$ cat src/rtl/max_reduce_ctrl_pkg.sv
// -----------------------------------------------------------------------------
// max_reduce_ctrl_pkg
//  Shared definitions for the argmax reduction controller:
//   - state_t : controller FSM encoding (IDLE / RUN / DONE)
//   - int_min : builds the most negative two's-complement value for a width
// -----------------------------------------------------------------------------
package max_reduce_ctrl_pkg;

   // Widest element the int_min helper can describe; callers slice the result.
   localparam int MAX_W = 64;

   typedef enum logic [1:0] {
      IDLE = 2'd0,
      RUN  = 2'd1,
      DONE = 2'd2
   } state_t;

   // Most negative signed value of width w, right-aligned in a MAX_W vector.
   // Used as the result of an empty job.
   function automatic logic [MAX_W-1:0] int_min(input int w);
      logic [MAX_W-1:0] r;
      r        = '0;
      r[w-1]   = 1'b1;
      return r;
   endfunction

endpackage

$ cat src/rtl/max_reduce_ctrl_gt.sv
// -----------------------------------------------------------------------------
// gt_int_nbit
//  Strict signed greater-than comparator: gt = (a > b), two's complement.
//  IMPL_TYPE picks the structure; every variant computes the same function.
//   0     : native signed compare
//   1     : sign-bit flip then unsigned compare
//   other : (WIDTH+1)-bit subtract, positive non-zero difference
// Ports
//   a, b  in  WIDTH  signed operands
//   gt    out 1      a > b
// -----------------------------------------------------------------------------
module gt_int_nbit #(
   parameter int WIDTH     = 32,
   parameter int IMPL_TYPE = 0
) (
   input  logic [WIDTH-1:0] a,
   input  logic [WIDTH-1:0] b,
   output logic             gt
);

   generate
      if (IMPL_TYPE == 0) begin : g_native
         assign gt = $signed(a) > $signed(b);
      end else if (IMPL_TYPE == 1) begin : g_flip
         // Flipping the sign bit maps signed order onto unsigned order.
         logic [WIDTH-1:0] a_f, b_f;
         assign a_f = {~a[WIDTH-1], a[WIDTH-2:0]};
         assign b_f = {~b[WIDTH-1], b[WIDTH-2:0]};
         assign gt  = a_f > b_f;
      end else begin : g_sub
         // One extra bit of sign extension makes the difference exact, so
         // its sign bit never overflows.
         logic [WIDTH:0] diff;
         assign diff = {a[WIDTH-1], a} - {b[WIDTH-1], b};
         assign gt   = ~diff[WIDTH] & (|diff);
      end
   endgenerate

endmodule

$ cat src/rtl/max_reduce_ctrl.sv
// -----------------------------------------------------------------------------
// max_reduce_ctrl
//  Sequential argmax over a signed element stream. A job (start + len) is
//  captured in IDLE, len elements are consumed over valid/ready, and one
//  shared comparator checks each element against the running maximum. The
//  result (max value, index of first occurrence) is held until out_ready.
// Ports
//   clk, rst_n        clock, async active-low reset
//   start, len        job request and element count (sampled in IDLE only)
//   in_valid/in_data  element stream, in_ready = controller is in RUN
//   busy              RUN or DONE
//   out_valid         result valid (DONE), held until out_ready
//   out_max, out_idx  maximum element and its 0-based first index
//   out_ready         result consumer ready
// -----------------------------------------------------------------------------
module max_reduce_ctrl
   import max_reduce_ctrl_pkg::*;
#(
   parameter int WIDTH     = 32,
   parameter int IMPL_TYPE = 0,
   parameter int CNT_W     = 16
) (
   input  logic             clk,
   input  logic             rst_n,
   input  logic             start,
   input  logic [CNT_W-1:0] len,
   input  logic             in_valid,
   input  logic [WIDTH-1:0] in_data,
   output logic             in_ready,
   output logic             busy,
   output logic             out_valid,
   output logic [WIDTH-1:0] out_max,
   output logic [CNT_W-1:0] out_idx,
   input  logic             out_ready
);

   localparam logic [MAX_W-1:0] INT_MIN_FULL = int_min(WIDTH);
   localparam logic [WIDTH-1:0] INT_MIN      = INT_MIN_FULL[WIDTH-1:0];
   localparam logic [CNT_W-1:0] ONE          = CNT_W'(1);

   state_t           state_r, state_nx;
   logic [CNT_W-1:0] len_r, cnt_r, idx_r;
   logic [WIDTH-1:0] max_r;
   logic             xfer, last, gt;

   // Single comparator, time-shared across all elements of the job.
   gt_int_nbit #(
      .WIDTH     (WIDTH),
      .IMPL_TYPE (IMPL_TYPE)
   ) u_gt (
      .a  (in_data),
      .b  (max_r),
      .gt (gt)
   );

   assign in_ready  = (state_r == RUN);
   assign xfer      = in_valid && in_ready;
   assign last      = (cnt_r == len_r - ONE);
   assign busy      = (state_r != IDLE);
   assign out_valid = (state_r == DONE);
   // max_r/idx_r freeze outside RUN, so they double as the result registers.
   assign out_max   = max_r;
   assign out_idx   = idx_r;

   always_comb begin
      state_nx = state_r;
      case (state_r)
         IDLE: if (start)         state_nx = (len == '0) ? DONE : RUN;
         RUN:  if (xfer && last)  state_nx = DONE;
         DONE: if (out_ready)     state_nx = IDLE;
         default:                 state_nx = IDLE;
      endcase
   end

   always_ff @(posedge clk or negedge rst_n) begin
      if (!rst_n) begin
         state_r <= IDLE;
         len_r   <= '0;
         cnt_r   <= '0;
         idx_r   <= '0;
         max_r   <= '0;
      end else begin
         state_r <= state_nx;
         if (state_r == IDLE && start) begin
            len_r <= len;
            cnt_r <= '0;
            idx_r <= '0;
            // An empty job reports INT_MIN; otherwise element 0 overwrites it.
            max_r <= INT_MIN;
         end
         if (xfer) begin
            cnt_r <= cnt_r + ONE;
            // Element 0 loads unconditionally; later ones only on strict >,
            // so ties keep the earlier index.
            if (cnt_r == '0 || gt) begin
               max_r <= in_data;
               idx_r <= cnt_r;
            end
         end
      end
   end

endmodule

$ cat config.mk
export PLATFORM = sky130hd
export DESIGN_NAME = max_reduce_ctrl
export DESIGN_NICKNAME = d
export VERILOG_FILES = /design/src/rtl/max_reduce_ctrl_pkg.sv /design/src/rtl/max_reduce_ctrl_gt.sv /design/src/rtl/max_reduce_ctrl.sv
export SDC_FILE = /design/constraint.sdc
export NUM_CORES = 1
export LEC_CHECK = 0
export BUFFER_PORTS_ARGS = -buffer_cell sky130_fd_sc_hd__buf_2
export CORE_MARGIN = 4
export CORE_UTILIZATION = 40
export CTS_CLUSTER_DIAMETER = 50
export DETAILED_ROUTE_END_ITERATION = 7
export RECOVER_POWER = 100
export SYNTH_ARGS = -nofsm -noshare
export SYNTH_HDL_FRONTEND = slang
export SYNTH_SLANG_ARGS = --single-unit
$ cat constraint.sdc
create_clock -name clk -period 3.3 [get_ports clk]
set_clock_uncertainty 0.05 [all_clocks]
set_input_delay 0.495 -clock clk [delete_from_list [all_inputs] [get_ports clk]]
set_output_delay 0.495 -clock clk [all_outputs]
set_load 0.03 [all_outputs]
== Word-level counts from Yosys, hierarchy flattened ==
Cells that the tools add are included.

* Reduce and logical (&&, ||, !) cells: 10
* Equality and inequality tests: 6
* Multiplexer cells: 13
* Add/subtract/negate cells: 2
* Magnitude comparators: 1

{| class="wikitable"
|+ Operators with widths
! kind !! count
|-
| 32-bit two-way mux || 3
|-
| 16-bit two-way mux || 5
|-
| 32-bit greater-than comparator || 1
|-
| 16-bit zero test || 2
|-
| 16-bit by 1-bit adder with 16-bit output (second input constant) || 1
|-
| 16-bit == test || 1
|-
| 16-bit by 1-bit subtractor with 16-bit output (second input constant) || 1
|-
| 2-bit two-way mux || 4
|-
| 2-bit case mux with 3 select lines || 1
|-
| 2-bit by 1-bit != test with 1-bit output (second input constant) || 2
|-
| 2-bit nonzero test || 2
|-
| 1-bit logical AND || 3
|-
| 3-bit AND reduction || 1
|-
| 2-bit by 1-bit == test with 1-bit output (second input constant) || 1
|-
| 2-bit == test (second input constant) || 1
|-
| 2-bit zero test || 1
|-
| 2-bit != test (second input constant) || 1
|-
| 1-bit logical OR || 1
|}

* Output and inout port bits: 51
* Register bits: 82

== Depth between registers and ports, before layout ==
* Depth after elaboration: 5
* Mapped depth: 12
* Depth with buffers taken out: 9

== Cells and area by module ==
Synthesis repeated with hierarchy kept, for this count alone.

* Cell total of the unflattened synthesis: 567
* Area total of the unflattened synthesis: 4,757.1 µm²

{| class="wikitable"
|+ Modules (own cells, without submodules)
! module !! cells an instance !! instances !! area each (µm²)
|-
| max_reduce_ctrl || 454 || 1 || 3,952.5
|-
| gt_int_nbit || 113 || 1 || 804.5
|}

== Least setup slack after synthesis ==
Ideal clock, no wire load.

* Kind: register to register
* From: reg max_r[31], in the netlist out_max[31]
* To: reg idx_r[10], in the netlist out_idx[10]
* Path slack: 0.461 ns
* Data arrival time: 2.710 ns
* Stages on the path, launching flop included: 13
* Buffers on the path: 3
* Data required time: 3.171 ns
* Cell sequence: dfrtp_1 -> inv_1 -> ha_1 -> and4_1 -> nand2_2 -> or4b_1 -> and4_4 -> buf_6 -> o21ai_1 -> a31o_1 -> buf_6 -> buf_12 -> mux2i_1

* Cells in the longest elaborated chain, start to end: 4

{| class="wikitable"
|+ RTL lines
! what !! line !! RTL
|-
| start, declared || max_reduce_ctrl.sv:43 || <nowiki>logic [WIDTH-1:0] max_r;</nowiki>
|-
| start signal, assigned || max_reduce_ctrl.sv:96 || <nowiki>max_r <= in_data;</nowiki>
|-
| 32-bit greater-than comparator || max_reduce_ctrl_gt.sv:23 || <nowiki>assign gt = $signed(a) > $signed(b);</nowiki>
|-
| 1-bit logical OR || max_reduce_ctrl.sv:95 || <nowiki>if (cnt_r == '0 || gt) begin</nowiki>
|-
| 16-bit two-way mux || max_reduce_ctrl.sv:95 ||
|-
| 16-bit two-way mux || max_reduce_ctrl.sv:91 || <nowiki>if (xfer) begin</nowiki>
|-
| end signal, assigned || max_reduce_ctrl.sv:97 || <nowiki>idx_r <= cnt_r;</nowiki>
|-
| end, declared || max_reduce_ctrl.sv:42 || <nowiki>logic [CNT_W-1:0] len_r, cnt_r, idx_r;</nowiki>
|}

Every way passes these cells.
A chain may end at the register's enable or synchronous reset.

== Worst setup path after layout ==
* From: reg max_r[30], in the netlist out_max[30]
* To: reg idx_r[10], in the netlist out_idx[10]

The elaborated chain is that of the path after synthesis.

==> impl_metrics.toml <==
[min_path]
hold_class = "in -> reg"

[setup_path]
r2r_slack_ns = 0.33
cp-start-kind = "flip-flop"
cpMostUsedCell = "and4_1"
setup.worst_path.class = "reg -> reg"
crit_slowest_cell = "or4b_1"
critPathCaptureType = "flip-flop"
critPathMaxStageDelay_ns = 0.52
cp.arrival_ns = 3.18
cp.required_ns = 3.51
path_cells = "inv_1 > ha_1 > and4_1 > nand2_1 > or4b_1 > and4_1 > o21ai_0 > a31o_1 > clkbuf_2 > mux2i_1"
cp_max_fo = 14

[outcome]
status = "finished, violations left"
violations = "max-capacitance violations, max-slew violations"

[synth]
ys_warn_count = 0
syn_area_per_cell_um2 = 9.23
synthDistinctLibCells = 62
synth_area_mm2 = 0.00498
synth-async-reset-ratio_pct = 100
synth-edff-count = 0
syn-num-nets = 627
synth_seq_area_share_pct = 41.2
synthFlopType = "dfrtp_1"
syn_inst = 539
synth_seq_cells = 82

[sta]
setup_tns_ns = 0
slew_headroom_pct = -36.6
period_minus_slack_ns = 2.97
rsz0062_at_grt = "no"
finalMaxSlewViolations = 83
setup-violations-final = 0
hold_violations = 0
timing.fmax_mhz = 336
worstMarginPinSlew_ns = 2.05
fin_crit_sh_pct = 90.1
worst_slack_ns = 0.328

[floorplan]
start_util_pct = 41.1
fp.coreArea_mm2 = 0.0121
dieArea_mm2 = 0.0143
boundaryPins = 104
rows = 40
die_height_um = 120
dieWidth_um = 120

[clock_tree]
cts.repair.resized = 0
cts_root_buffer = "clkbuf_16"
clk_pin_slew_ns = 0.06
clock_sinks = 82
cts_buffer_depth = 2
holdBufCountCts = 0
cts_setup_buffers = 0
cts_tree = "yes"
cts_buffers = 9
h-tree-depth = 3
clkLatencyLatePin_ns = 0.34

[power]
power.density_mw_per_mm2 = 760
cellLeakagePower_uw = 0.00277
max-vdd-ir-drop_mv = 0.452

[finish]
num_antenna_cells = 0
area_growth_pct = 17.6
nets = 720
drive_above_1_share_pct = 13.0
fin_util_pct = 48.3

[global_routing]
track_usage_pct = 17.6
overflow = 0
grt_pass1_wl_um = 20600
grt_pass1_vias = 4296
grt_max_degree = 83
antenna_found_initial = 0

[place]
place_hpwl_um = 9020
dp_slack_ns = 0.369
portBuffers = 103
place_congestion = 0.809

[detailed_routing]
drtAntennaViolNets = 0
dr.pass1.iters = 4
wire_per_inst_um = 15.0
dr.first_iter.drc_count = 275
viasPerCell = 5.31
num_vias = 4276
route.detailed.drc = 0
drt-total-wl_um = 12100

[flow_run]
cap_violations = 1
[worst max-delay path, delay by kind of cell (launching register included)]
family	cells	cell delay (ns)
adders and majority gates	1	0.32
muxes	1	0.25
AOI/OAI and AO/OA	2	0.32
and+or+nand+nor	4	1.12
buffers and inverters	2	0.45
DFF	1	0.37
[state kept, by name, summed over array words and instances (netlist names)]
signal,flops
len_r,16
out_idx,16
state_r,2
out_max,32
cnt_r,16
[synth_stat cells, types with 8 or more instances]
library cell | n | area (µm²)
mux2i_1 | 21 | 210
nand2_1 | 82 | 308
xnor2_1 | 8 | 70.1
xor2_1 | 9 | 78.8
clkbuf_1 | 17 | 63.8
a21oi_1 | 17 | 85.1
dfrtp_1 | 82 | 2050
inv_1 | 58 | 218
o21ai_0 | 21 | 105
nand3_1 | 18 | 90.1
nor3_1 | 14 | 70.1
nor4_1 | 10 | 62.6
a22o_1 | 35 | 307
nand4_1 | 19 | 119
ha_1 | 35 | 438
nor2_1 | 11 | 41.3
[final cells by class]
cell class | instances | area (µm²)
Fill cell | 1250 | 6260
Multi-Input combinational cell | 371 | 2550
Sequential cell | 82 | 2050
Timing Repair Buffer | 110 | 514
Clock buffer | 10 | 239
Inverter | 58 | 218
Tap cell | 168 | 210
Clock inverter | 6 | 66.3
[where the power goes]
group          internal (µW)  total, µW  switching [µW]  leakage [µW]
Combinational            735       1970            1230       0.00158
Sequential              1250       1470             219       0.00105
Clock                    606       1010             406      0.000141
[placed cells by master, fill, tap and decap left out, types with 2 or more instances in the layout]
master	synthesis	final
a21o_1	6	6
nor4_1	10	10
a2bb2oi_1	3	3
and4_1	1	2
inv_1	58	58
nand2b_1	6	6
o31ai_1	2	2
buf_2	3	51
nand4_1	19	19
mux2i_1	21	21
clkbuf_16	0	9
clkinvlp_4	0	3
clkbuf_1	17	52
xor2_1	9	9
ha_1	35	35
clkbuf_2	0	2
nand2_1	82	83
nor2b_1	3	3
a21oi_1	17	17
o22ai_1	2	2
o211ai_1	6	6
a221oi_1	2	2
nor2_1	11	11
dfrtp_1	82	82
a22o_1	35	35
xnor2_1	8	8
nand3b_1	3	3
and3_1	3	3
o21ai_0	21	22
buf_4	3	3
or4_1	4	4
nor3_1	14	14
nand3_1	18	18
[cells by family after synthesis]
| kind of cell | share of synthesized area [%] |
|---|---|
| compound gates | 16.2 |
| xor+xnor | 2.99 |
| fa+ha+maj | 8.80 |
| buf+inv | 7.42 |
| flops | 41.2 |
| mux | 4.22 |
| simple gates | 19.1 |
[routing by layer]
layer	global-route usage, %	vias to the layer above	wire length (µm)
li1	-	2105	-
met1	25.0	2076	5840
met2	26.7	81	5580
met3	2.92	14	442
met4	7.30	0	216
met5	0	-	0
[stage by stage]
| stage | area, µm² | total power (µW) | hold slack (ns) | instances |
|---|---|---|---|---|
| final | 5850 | 4450 | 0.310 | 805 |
| after global routing | 5850 | 4760 | 0.319 | 805 |
| after CTS | 5940 | 4590 | 0.299 | 805 |
| after detailed placement | 5630 | 3560 | 0.446 | 789 |
| after global placement | 5630 | 3500 | 0.444 | 789 |
| after floorplan | 4980 | 2990 | 0.149 | 539 |
[path summary, 6_finish.rpt]
path	from	endpoint	depth (start not counted)
max	out_max[30]	out_idx[10]	10
min	len[12]	len_r[12]	3
max reg2reg	out_max[30]	out_idx[10]	10
min reg2reg	len_r[15]	len_r[15]	2
max in group asynchronous	rst_n	out_idx[14]	1
min in group asynchronous	rst_n	out_max[17]	1
No activity file was read; power rests on OpenSTA's default activity.
